## src/rtl/regfile_pkg.sv

```systemverilog
// Shared types and helpers for the register-file writeback arbiter.
package regfile_pkg;

  localparam int REG_ADDR_W = 5;
  localparam int NUM_REGS   = 32;
  localparam int WB_DATA_W  = 32;

  // One pending register-file write: destination register and data.
  typedef struct packed {
    logic [REG_ADDR_W-1:0] rd;
    logic [WB_DATA_W-1:0]  data;
  } wb_entry_t;

  // One-hot mask of a destination register; x0 never appears in the mask.
  function automatic logic [NUM_REGS-1:0] reg_onehot(input logic [REG_ADDR_W-1:0] rd);
    logic [NUM_REGS-1:0] mask;
    mask = {NUM_REGS{1'b0}};
    if (rd != {REG_ADDR_W{1'b0}}) begin
      mask[rd] = 1'b1;
    end
    return mask;
  endfunction

endpackage

```

## src/rtl/wb_fifo.sv

```systemverilog
// Small circular queue of pending long-latency writebacks.
// Exposes the head entry plus every slot's register and valid bit so the
// parent can build the pending-register mask.
module wb_fifo
  import regfile_pkg::*;
#(
  parameter int DEPTH      = 4,
  parameter int DATA_WIDTH = 32,
  localparam int PTR_W     = $clog2(DEPTH),
  localparam int CNT_W     = PTR_W + 1
) (
  input  logic                        clk,
  input  logic                        reset,
  input  logic                        push,
  input  logic [REG_ADDR_W-1:0]       push_rd,
  input  logic [DATA_WIDTH-1:0]       push_data,
  input  logic                        pop,
  output logic [REG_ADDR_W-1:0]       head_rd,
  output logic [DATA_WIDTH-1:0]       head_data,
  output logic [CNT_W-1:0]            count,
  output logic                        full,
  output logic                        empty,
  output logic [DEPTH-1:0]            entry_valid,
  output logic [DEPTH*REG_ADDR_W-1:0] entry_rd
);

  logic [REG_ADDR_W-1:0] rd_mem   [DEPTH];
  logic [DATA_WIDTH-1:0] data_mem [DEPTH];
  logic [PTR_W-1:0]      rd_ptr;
  logic [PTR_W-1:0]      wr_ptr;
  logic                  do_push;
  logic                  do_pop;

  assign full      = (count == CNT_W'(DEPTH));
  assign empty     = (count == {CNT_W{1'b0}});
  assign do_push   = push && !full;
  assign do_pop    = pop && !empty;
  assign head_rd   = rd_mem[rd_ptr];
  assign head_data = data_mem[rd_ptr];

  // Slot i is live when its distance from the read pointer is below count.
  for (genvar i = 0; i < DEPTH; i++) begin : g_entry
    logic [PTR_W-1:0] offset;
    assign offset         = PTR_W'(i) - rd_ptr;
    assign entry_valid[i] = ({1'b0, offset} < count);
    assign entry_rd[i*REG_ADDR_W +: REG_ADDR_W] = rd_mem[i];
  end

  // Storage write; contents need no reset because validity comes from count.
  always_ff @(posedge clk) begin
    if (do_push) begin
      rd_mem[wr_ptr]   <= push_rd;
      data_mem[wr_ptr] <= push_data;
    end
  end

  // Pointers wrap naturally since DEPTH is a power of two; count tracks occupancy.
  always_ff @(posedge clk) begin
    if (reset) begin
      rd_ptr <= {PTR_W{1'b0}};
      wr_ptr <= {PTR_W{1'b0}};
      count  <= {CNT_W{1'b0}};
    end else begin
      if (do_push) begin
        wr_ptr <= wr_ptr + PTR_W'(1);
      end
      if (do_pop) begin
        rd_ptr <= rd_ptr + PTR_W'(1);
      end
      case ({do_push, do_pop})
        2'b10:   count <= count + CNT_W'(1);
        2'b01:   count <= count - CNT_W'(1);
        default: count <= count;
      endcase
    end
  end

endmodule

```

## src/rtl/regfile_wb_arbiter.sv

```systemverilog
// Register-file write-port arbiter between the core writeback (C) and a
// long-latency unit (M). M results queue in wb_fifo; C wins unless the queue
// head has waited MAX_WAIT cycles, in which case the head is forced out and
// the core is stalled for that cycle.
// Optional build macro: WB_BYPASS_EN -- an accepted M result is written in
// its acceptance cycle when the queue is empty and the port is otherwise idle.
module regfile_wb_arbiter
  import regfile_pkg::*;
#(
  parameter int DEPTH      = 4,
  parameter int MAX_WAIT   = 8,
  parameter int DATA_WIDTH = 32
) (
  input  logic                  clk,
  input  logic                  reset,
  input  logic                  coreWbValid,
  input  logic [4:0]            coreWbReg,
  input  logic [DATA_WIDTH-1:0] coreWbData,
  output logic                  stallCore,
  input  logic                  mWbValid,
  output logic                  mWbReady,
  input  logic [4:0]            mWbReg,
  input  logic [DATA_WIDTH-1:0] mWbData,
  output logic                  regWriteEnable,
  output logic [4:0]            writeRegister,
  output logic [DATA_WIDTH-1:0] writeData,
  output logic [31:0]           pendingMask
);

  localparam int CNT_W  = $clog2(DEPTH) + 1;
  localparam int WAIT_W = $clog2(MAX_WAIT + 1);

  logic [REG_ADDR_W-1:0]       head_rd;
  logic [DATA_WIDTH-1:0]       head_data;
  logic [CNT_W-1:0]            count;
  logic                        full;
  logic                        empty;
  logic [DEPTH-1:0]            entry_valid;
  logic [DEPTH*REG_ADDR_W-1:0] entry_rd;
  logic [WAIT_W-1:0]           wait_cnt;
  logic                        force_wr;
  logic                        c_req;
  logic                        m_accept;
  logic                        pop;
  logic                        push;
  logic                        bypass_take;

  assign c_req    = coreWbValid && (coreWbReg != 5'd0);
  assign mWbReady = !full && !reset;
  assign m_accept = mWbValid && mWbReady;
  assign force_wr = (count != {CNT_W{1'b0}}) && (wait_cnt == WAIT_W'(MAX_WAIT));
  // x0 results are accepted but never queued; bypassed results skip the queue.
  assign push     = m_accept && (mWbReg != 5'd0) && !bypass_take;

  wb_fifo #(
    .DEPTH      (DEPTH),
    .DATA_WIDTH (DATA_WIDTH)
  ) u_fifo (
    .clk         (clk),
    .reset       (reset),
    .push        (push),
    .push_rd     (mWbReg),
    .push_data   (mWbData),
    .pop         (pop),
    .head_rd     (head_rd),
    .head_data   (head_data),
    .count       (count),
    .full        (full),
    .empty       (empty),
    .entry_valid (entry_valid),
    .entry_rd    (entry_rd)
  );

  // Write-port selection: forced head, then core, then queue head, then optional bypass.
  always_comb begin
    regWriteEnable = 1'b0;
    writeRegister  = 5'd0;
    writeData      = {DATA_WIDTH{1'b0}};
    stallCore      = 1'b0;
    pop            = 1'b0;
    bypass_take    = 1'b0;
    if (reset) begin
      regWriteEnable = 1'b0;
    end else if (force_wr) begin
      regWriteEnable = 1'b1;
      writeRegister  = head_rd;
      writeData      = head_data;
      pop            = 1'b1;
      stallCore      = c_req;
    end else if (c_req) begin
      regWriteEnable = 1'b1;
      writeRegister  = coreWbReg;
      writeData      = coreWbData;
    end else if (count != {CNT_W{1'b0}}) begin
      regWriteEnable = 1'b1;
      writeRegister  = head_rd;
      writeData      = head_data;
      pop            = 1'b1;
    end else begin
`ifdef WB_BYPASS_EN
      if (m_accept && (mWbReg != 5'd0)) begin
        regWriteEnable = 1'b1;
        writeRegister  = mWbReg;
        writeData      = mWbData;
        bypass_take    = 1'b1;
      end else begin
        regWriteEnable = 1'b0;
      end
`else
      regWriteEnable = 1'b0;
`endif
    end
  end

  // Head age counter: restarts on every dequeue or when nothing is queued, saturates.
  always_ff @(posedge clk) begin
    if (reset) begin
      wait_cnt <= {WAIT_W{1'b0}};
    end else if (pop || empty) begin
      wait_cnt <= {WAIT_W{1'b0}};
    end else if (wait_cnt != WAIT_W'(MAX_WAIT)) begin
      wait_cnt <= wait_cnt + WAIT_W'(1);
    end else begin
      wait_cnt <= wait_cnt;
    end
  end

  // Registers with a queued write outstanding, for the hazard unit.
  always_comb begin
    pendingMask = 32'd0;
    if (reset) begin
      pendingMask = 32'd0;
    end else begin
      for (int i = 0; i < DEPTH; i++) begin
        if (entry_valid[i]) begin
          pendingMask = pendingMask | reg_onehot(entry_rd[i*REG_ADDR_W +: REG_ADDR_W]);
        end else begin
          pendingMask = pendingMask;
        end
      end
      pendingMask[0] = 1'b0;
    end
  end

endmodule

```

## config.mk

```make
export PLATFORM = sky130hd
export DESIGN_NAME = regfile_wb_arbiter
export DESIGN_NICKNAME = d
export VERILOG_FILES = /design/src/rtl/regfile_pkg.sv /design/src/rtl/wb_fifo.sv /design/src/rtl/regfile_wb_arbiter.sv
export SDC_FILE = /design/constraint.sdc
export NUM_CORES = 1
export LEC_CHECK = 0
export CORE_MARGIN = 4
export CORE_UTILIZATION = 53
export DETAILED_ROUTE_END_ITERATION = 8
export PLACE_DENSITY_LB_ADDON = 0.2
export REMOVE_ABC_BUFFERS = 1
export SETUP_SLACK_MARGIN = 0.3
export SKIP_LAST_GASP = 1
export SLEW_MARGIN = 20
export SYNTH_ARGS = -nofsm -noshare
export SYNTH_HDL_FRONTEND = slang
export SYNTH_SLANG_ARGS = --single-unit
export TNS_END_PERCENT = 20
```

## constraint.sdc

```tcl
create_clock -name clk -period 4 [get_ports clk]
set_input_delay 0.6 -clock clk [delete_from_list [all_inputs] [get_ports clk]]
set_output_delay 0.6 -clock clk [all_outputs]
set_load 0.01 [all_outputs]
```

# --- After elaboration in Yosys (flattened, before gate mapping) ---
# Memory sizes are Yosys's and may differ from the RTL's. A register that Yosys moved wholly into a read port is not among the register bits.
# Cells that the tools add are included.
word_totals:
  regBits: 11
  mem_bits_rw: 148
  in_bits: 78
  out_inout_bits: 72
  n_memories: 2
classes:
  addsub: 9
  magnitude_cmp: 12
  n_eq_ne: 5
  muxes: 50
  bitwise: 3
  n_reduce_logical: 25
mem_list:
  columns: ["name", "words", "word_bits", "read_ports", "rd_clocked_by_memory_dff", "write_ports", "line", "source"]
  rows:
  - ["u_fifo.data_mem", 4, 32, 1, 1, 1, "wb_fifo.sv:28", "logic [DATA_WIDTH-1:0] data_mem [DEPTH];"]
  - ["u_fifo.rd_mem", 4, 5, 5, 1, 1, "wb_fifo.sv:27", "logic [REG_ADDR_W-1:0] rd_mem [DEPTH];"]
op_table:
  columns: ["cell", "n"]
  rows:
  - ["$mux W32", 22]
  - ["$or A32 B32 Y32", 3]
  - ["$reduce_bool A5 Y1", 6]
  - ["$lt A5 B6 Y1 const B", 4]
  - ["$demux W1 S5", 4]
  - ["$ge A5 B1 Y1 const B", 4]
  - ["$mux W5", 4]
  - ["$mux W1", 15]
  - ["$lt A2 B3 Y1", 4]
  - ["$logic_and A1 B1 Y1", 11]
  - ["$mux W2", 4]
  - ["$pmux W3 S2", 1]
  - ["$add A2 B1 Y2 const B", 2]
  - ["$add A4 B1 Y4 const B", 1]
  - ["$eq A4 B4 Y1 const B", 1]
  - ["$ne A4 B4 Y1 const B", 1]
  - ["$sub A1 B2 Y2 const A", 2]
  - ["$sub A2 B2 Y2 const A", 2]
  - ["$add A3 B1 Y3 const B", 1]
  - ["$eq A3 B3 Y1 const B", 1]
  - ["$logic_not A1 Y1", 3]
  - ["$logic_not A3 Y1", 1]
  - ["$reduce_bool A3 Y1", 1]
  - ["$sub A3 B1 Y3 const B", 1]
  - ["5 further kinds", 5]

# --- Depth between registers and ports, before layout ---
# An unclocked memory read counts as a cell.
logic_depth:
  depth_word: 17
  ltp_mapped: 14
  depth_no_buf: 11

# --- Modules after synthesis ---
# Synthesis repeated with hierarchy kept, for this count alone.
unflattened:
  hier_cells: 586
  area_unflattened_um2: 7991.4
by_module_without_submodules:
  columns: ["module", "instances", "cells_per_inst", "area_each_um2"]
  rows:
  - ["wb_fifo", 1, 265, 5998.3]
  - ["regfile_wb_arbiter", 1, 321, 1993.2]

# --- Worst setup path after synthesis ---
# OpenSTA, ideal clock, no wires.
synth_path:
  kind: "input to register"
  start: "input coreWbReg[1]"
  end: "register u_fifo.count[2]"
  setup_time_ps: 71
  arrival_ps: 2935
  required_ps: 3929
  setup_slack_ps: 995
  path_stages: 12
  n_path_buf: 2
  path_cell_list: "or4_4 -> o21ai_4 -> o21ai_2 -> buf_4 -> buf_6 -> inv_1 -> ha_1 -> inv_1 -> fa_1 -> xor2_1 -> or3_1 -> a21oi_1"
synth_between:
  elab_chain_cells: 8
synth_lines:
  columns: ["element", "line", "source"]
  rows:
  - ["start, declared", "regfile_wb_arbiter.sv:17", "input logic [4:0] coreWbReg,"]
  - ["$reduce_bool A5 Y1 (*)", "regfile_wb_arbiter.sv:48", "assign c_req = coreWbValid && (coreWbReg != 5'd0);"]
  - ["$logic_and A1 B1 Y1 (*)", "regfile_wb_arbiter.sv:48", null]
  - ["$mux W1 (*)", "regfile_wb_arbiter.sv:90", "end else if (c_req) begin"]
  - ["$mux W1 (*)", "regfile_wb_arbiter.sv:84", "end else if (force_wr) begin"]
  - ["$mux W1 (*)", "regfile_wb_arbiter.sv:82", "if (reset) begin"]
  - ["$logic_and A1 B1 Y1 (*)", "wb_fifo.sv:37", "assign do_pop = pop && !empty;"]
  - ["via u_fifo.do_pop", "wb_fifo.sv:32", "logic do_pop;"]
  - ["$eq A2 B1 Y1 or $eq A2 B2 Y1 (tied branches)", "wb_fifo.sv:70", "case ({do_push, do_pop})"]
  - ["$pmux W3 S2 or $reduce_bool A2 Y1 (tied branches)", null, null]
  - ["end signal, assigned", "wb_fifo.sv:71", "2'b10: count <= count + CNT_W'(1);"]
  - ["end signal, assigned", "wb_fifo.sv:72", "2'b01: count <= count - CNT_W'(1);"]
  - ["end signal, assigned", "wb_fifo.sv:73", "default: count <= count;"]
  - ["end, declared", "wb_fifo.sv:20", "output logic [CNT_W-1:0] count,"]
# Mark *: on every way through the listed nets, which the timed path passes. The rest lies on a longest branch.
# A chain may end at the register's enable or synchronous reset.

# --- Worst setup path after layout ---
layout_path:
  start: "register u_fifo.count[1]"
  end: "output pendingMask[18]"
layout_between:
  elab_chain_cells: 12
layout_lines:
  columns: ["element", "line", "source"]
  rows:
  - ["start signal, assigned", "wb_fifo.sv:62", "count <= {CNT_W{1'b0}};"]
  - ["start signal, assigned", "wb_fifo.sv:71", null]
  - ["start signal, assigned", "wb_fifo.sv:72", null]
  - ["$lt A2 B3 Y1", "wb_fifo.sv:45", "assign entry_valid[i] = ({1'b0, offset} < count);"]
  - ["$mux W32", "regfile_wb_arbiter.sv:135", "if (entry_valid[i]) begin"]
  - ["$mux W32", "regfile_wb_arbiter.sv:131", "if (reset) begin"]
  - ["$or A32 B32 Y32", "regfile_wb_arbiter.sv:136", "pendingMask = pendingMask | reg_onehot(entry_rd[i*REG_ADDR_W +: REG_ADDR_W]);"]
  - ["$mux W32", "regfile_wb_arbiter.sv:135", null]
  - ["$mux W32", "regfile_wb_arbiter.sv:131", null]
  - ["$or A32 B32 Y32", "regfile_wb_arbiter.sv:136", null]
  - ["$mux W32", "regfile_wb_arbiter.sv:135", null]
  - ["$mux W32", "regfile_wb_arbiter.sv:131", null]
  - ["$or A32 B32 Y32", "regfile_wb_arbiter.sv:136", null]
  - ["$mux W32 (*)", "regfile_wb_arbiter.sv:135", null]
  - ["$mux W32 (*)", "regfile_wb_arbiter.sv:131", null]
  - ["end, declared", "regfile_wb_arbiter.sv:27", "output logic [31:0] pendingMask"]
# Every way passes the cells marked *; elsewhere a longest branch is shown, timed or not. The select of a mux whose other input is x is not followed.

==> impl_summary.txt <==
----------------------------------------------------
[Outcome]
  Status ... complete, no violations

[Yosys]
  Number of distinct library cells after synthesis ... 52
  Sequential-to-total area share from yosys stat ... 58.29%
  Share of the synthesized area in the top cell type ... 55.06%
  Most common cell in the synthesized netlist ... sky130_fd_sc_hd__edfxtp_1
  Area share of xor/xnor cells in the synthesized design ... 0.5426%
  Ys flop type ... sky130_fd_sc_hd__edfxtp_1
  Synthesized cell area ... 8071 um^2
  Area fraction in and, or, nand and nor cells after synthesis ... 12.18%
  Main area contributors after synthesis ... sky130_fd_sc_hd__edfxtp_1, sky130_fd_sc_hd__mux4_2, sky130_fd_sc_hd__nand3_1, sky130_fd_sc_hd__dfxtp_1, sky130_fd_sc_hd__o2bb2ai_1
  Async SR Flop Fraction ... 0%
  Count of synthesis-stage warnings from yosys ... 0
  Synthesis-stage register bit count ... 161
  Syn Area/Cell ... 13.99 um^2
  Largest family of logic cells by synthesized area ... simple AND/OR/NAND/NOR gates
  Synthesized-area fraction occupied by ao, oa, aoi and oai cells ... 11.60%
  Number of enable-type register cells in the synthesized netlist ... 148
  Post-synthesis mux area share ... 10.74%
  Top cells by instance count after synthesis ... sky130_fd_sc_hd__edfxtp_1, sky130_fd_sc_hd__nand3_1, sky130_fd_sc_hd__inv_1
  Instance count of the mapped netlist ... 577
  Cell type with the highest aggregate area in the netlist ... sky130_fd_sc_hd__edfxtp_1
  Synthesized-area fraction occupied by adder cells ... 1.953%

[Routing]
  1st-iter DRT viols ... 418
  Via-to-Cell Ratio ... 6.176
  Detailed-route wire length ... 21.48 mm
  Residual DRC ... 0
  Post-DRT Antenna Nets ... 0
  Per-cell routed wire length ... 22.85 um
  1st-pass router iterations ... 6
  Total number of vias ... 5805

[Power and ir drop]
  Leak pwr ... 3.558 nW
  Maximum vdd drop ... 366.3 uV
  Total power consumption of the routed design ... 4.217 mW
  Total power density per cell area ... 401.4 nW/um^2

[STA]
  Setup TNS Final ... 0 ns
  Slew at the pin closest to its max-slew limit ... 0.7076 ns
  Maximum clock frequency ... 275.2 MHz
  Worst max-slew margin expressed relative to the limit ... 52.83%
  Post-route clock skew ... 0.008249 ns
  Final Cycle Share ... 90.83%
  RSZ-0062 raised after global routing ... true
  Minimum period implied by the final worst setup slack ... 3.633 ns
  Final Setup Violations ... 0
  Worst hold slack ... 0.4645 ns
  Number of hold violations in the final report ... 0
  Max Slew Vio Count ... 0

[Placement]
  Routability cong. ... 0.9094
  Placed cell areas ... 9910 um^2
  HPWL reported at the end of detailed placement ... 14.73 mm
  DP Cell Count ... 905
  Buffers on Ports ... 148

[Global routing]
  Vias in the first global route ... 5936
  Overall Global Routing Usage ... 25.06%
  Antenna violations before repair ... 0
  Pin count of the biggest net entering global routing ... 38
  Congestion Overflow GR ... 0
  Global-route wire length before repair ... 33.42 mm

[Critical path]
  Start-to-end type of the worst setup path ... reg2out
  Buf/Inv on CP ... 2
  Maximum fanout encountered on the critical timing path ... 7
  Number of gates on the worst path with buffers counted ... 7
  CP required ... 3.40 ns
  Reg2reg start ... u_fifo.count[2]
  Depth of the worst register-to-register path ... 10
  Critical-path top delay cell ... sky130_fd_sc_hd__a2111oi_4
  Crit path launch ... u_fifo.count[1]
  Peak per-stage delay on the critical path ... 0.58 ns
  Capture point of the critical path ... pendingMask[18]
  Sort of element at the end of the critical path ... output port
  FF-to-FF setup slack ... 1.20 ns
  Critical path startpoint category ... register
  CP top delay family ... buffers and inverters
  Cells along the critical path ... inv_1 > ha_1 > and2b_1 > a2111oi_4 > nand2_1 > nand3_1 > clkdlybuf4s50_1
  Reg-to-reg endpoint ... u_fifo.count[2]
  Critical path data arrival time ... 3.03 ns

[Cells and area]
  Ratio of cells with drive above 1 in the final layout ... 18.25%
  Final instance area ... 10510 um^2
  # fillers ... 982
  Net count, final ... 833
  Post-route insts no fill ... 940
  ANT cells ... 0
  Layout overhead on the synthesized area ... 30.15%

[Clocking]
  Clk Latency, worst-skew pair ... 0.42 ns
  Total clock buffers created by CTS ... 17
  Clock root buffer ... sky130_fd_sc_hd__clkbuf_16
  # clock sinks ... 161
  Clock-pin slew on the worst setup and hold paths ... 0.07 ns
  Clock Path Buffers ... 2
  # H-tree levels ... 4
  Count of hold buffers inserted by post-cts repair ... 0
  TritonCTS clock tree ... yes

[Die]
  Overall die width ... 131.4 um
  Die Footprint ... 17270 um^2
  Area of the core ... 14700 um^2
  Initial core utilization ... 54.91%
  IO Pins ... 150
  Number of core rows ... 44
  Die Span Y ... 131.4 um

[Flow run]
  Count of max-cap constraint violations ... 0

[Min path]
  Type of the worst min-delay path ... reg2reg

----------------------------------------------------
==> report_power, final <==
part           internal (mW)  switching, mW  total, mW
registers               1.90         0.0400       1.94
logic                  0.356          0.383      0.739
clock network          0.828          0.708       1.54
==> metrics by stage <==
| stage | setup slack, ns | util [%] |
|---|---|---|
| 4_1_cts | 0.3007 | 71.31 |
| 6_report | 0.3668 | 71.47 |
| 3_5_place_dp | 0.4581 | 67.42 |
| 3_3_place_gp | 0.4849 | 67.42 |
| 2_1_floorplan | 0.8993 | - |
| 5_1_grt | 0.2977 | 71.47 |
==> how the worst min path moves through the flow <==
stage / endpoint / cells past startpoint / from
final: wait_cnt[0] / 1 / wait_cnt[0]
after global routing: wait_cnt[0] / 1 / wait_cnt[0]
after CTS: wait_cnt[0] / 1 / wait_cnt[0]
after detailed placement: wait_cnt[0] / 1 / wait_cnt[0]
after global placement: wait_cnt[0] / 1 / wait_cnt[0]
after floorplan: wait_cnt[0] / 1 / wait_cnt[0]
==> cell type report <==
| class | instances | area [um^2] | share of cell area, % |
|---|---|---|---|
| clock buffers | 18 | 429.2 | 4.085 |
| repair buffers | 177 | 1799 | 17.13 |
| clock inverters | 14 | 140.1 | 1.334 |
| well taps | 184 | 230.2 | 2.192 |
| flip-flops and latches | 161 | 4708 | 44.82 |
| multi-input cells | 335 | 3007 | 28.62 |
| inverters | 51 | 191.4 | 1.822 |
==> layout by cell type, fill, tap and decap left out, types with 17 or more instances in the layout <==
cell | netlist | layout
sky130_fd_sc_hd__clkdlybuf4s50_1 | 0 | 148
sky130_fd_sc_hd__inv_1 | 51 | 51
sky130_fd_sc_hd__buf_4 | 2 | 21
sky130_fd_sc_hd__a22oi_1 | 30 | 30
sky130_fd_sc_hd__mux4_2 | 37 | 37
sky130_fd_sc_hd__nand3_1 | 64 | 64
sky130_fd_sc_hd__edfxtp_1 | 148 | 148
sky130_fd_sc_hd__clkbuf_16 | 0 | 17
sky130_fd_sc_hd__o2bb2ai_1 | 26 | 26
sky130_fd_sc_hd__nand2_1 | 39 | 39
sky130_fd_sc_hd__nor2_1 | 22 | 22
==> per-layer routing <==
| metal | vias up | share of wire, % | GRT usage, % |
|---|---|---|---|
| li1 | 2583 | - | - |
| met1 | 2885 | 41 | 33.07 |
| met2 | 301 | 49 | 40.89 |
| met3 | 36 | 7.5 | 5.543 |
| met4 | 0 | 2.2 | 9.918 |
| met5 | - | 0 | 0 |
==> state kept, by name, indices dropped and copies added (netlist names), named ones only <==
| name | flops |
|---|---|
| u_fifo.count | 3 |
| u_fifo.data_mem | 128 |
| u_fifo.rd_mem | 20 |
| u_fifo.rd_ptr | 2 |
| u_fifo.wr_ptr | 2 |
| wait_cnt | 4 |
==> timing repair <==
| action | in CTS | in global routing |
|---|---|---|
| setup buffers | 0 | 3 |
| resized for setup | 1 | 1 |
| endpoints found under the setup margin | 1 | 31 |
| pin swaps | 0 | 4 |
==> kinds of logic after synthesis <==
kind of cell | count (synthesis)
buf+inv | 81
mux | 40
xor+xnor | 5
other cells | 1
compound gates | 91
fa+ha+maj | 12
flops | 161
simple gates | 186
Power figures use the tool's default switching activity.
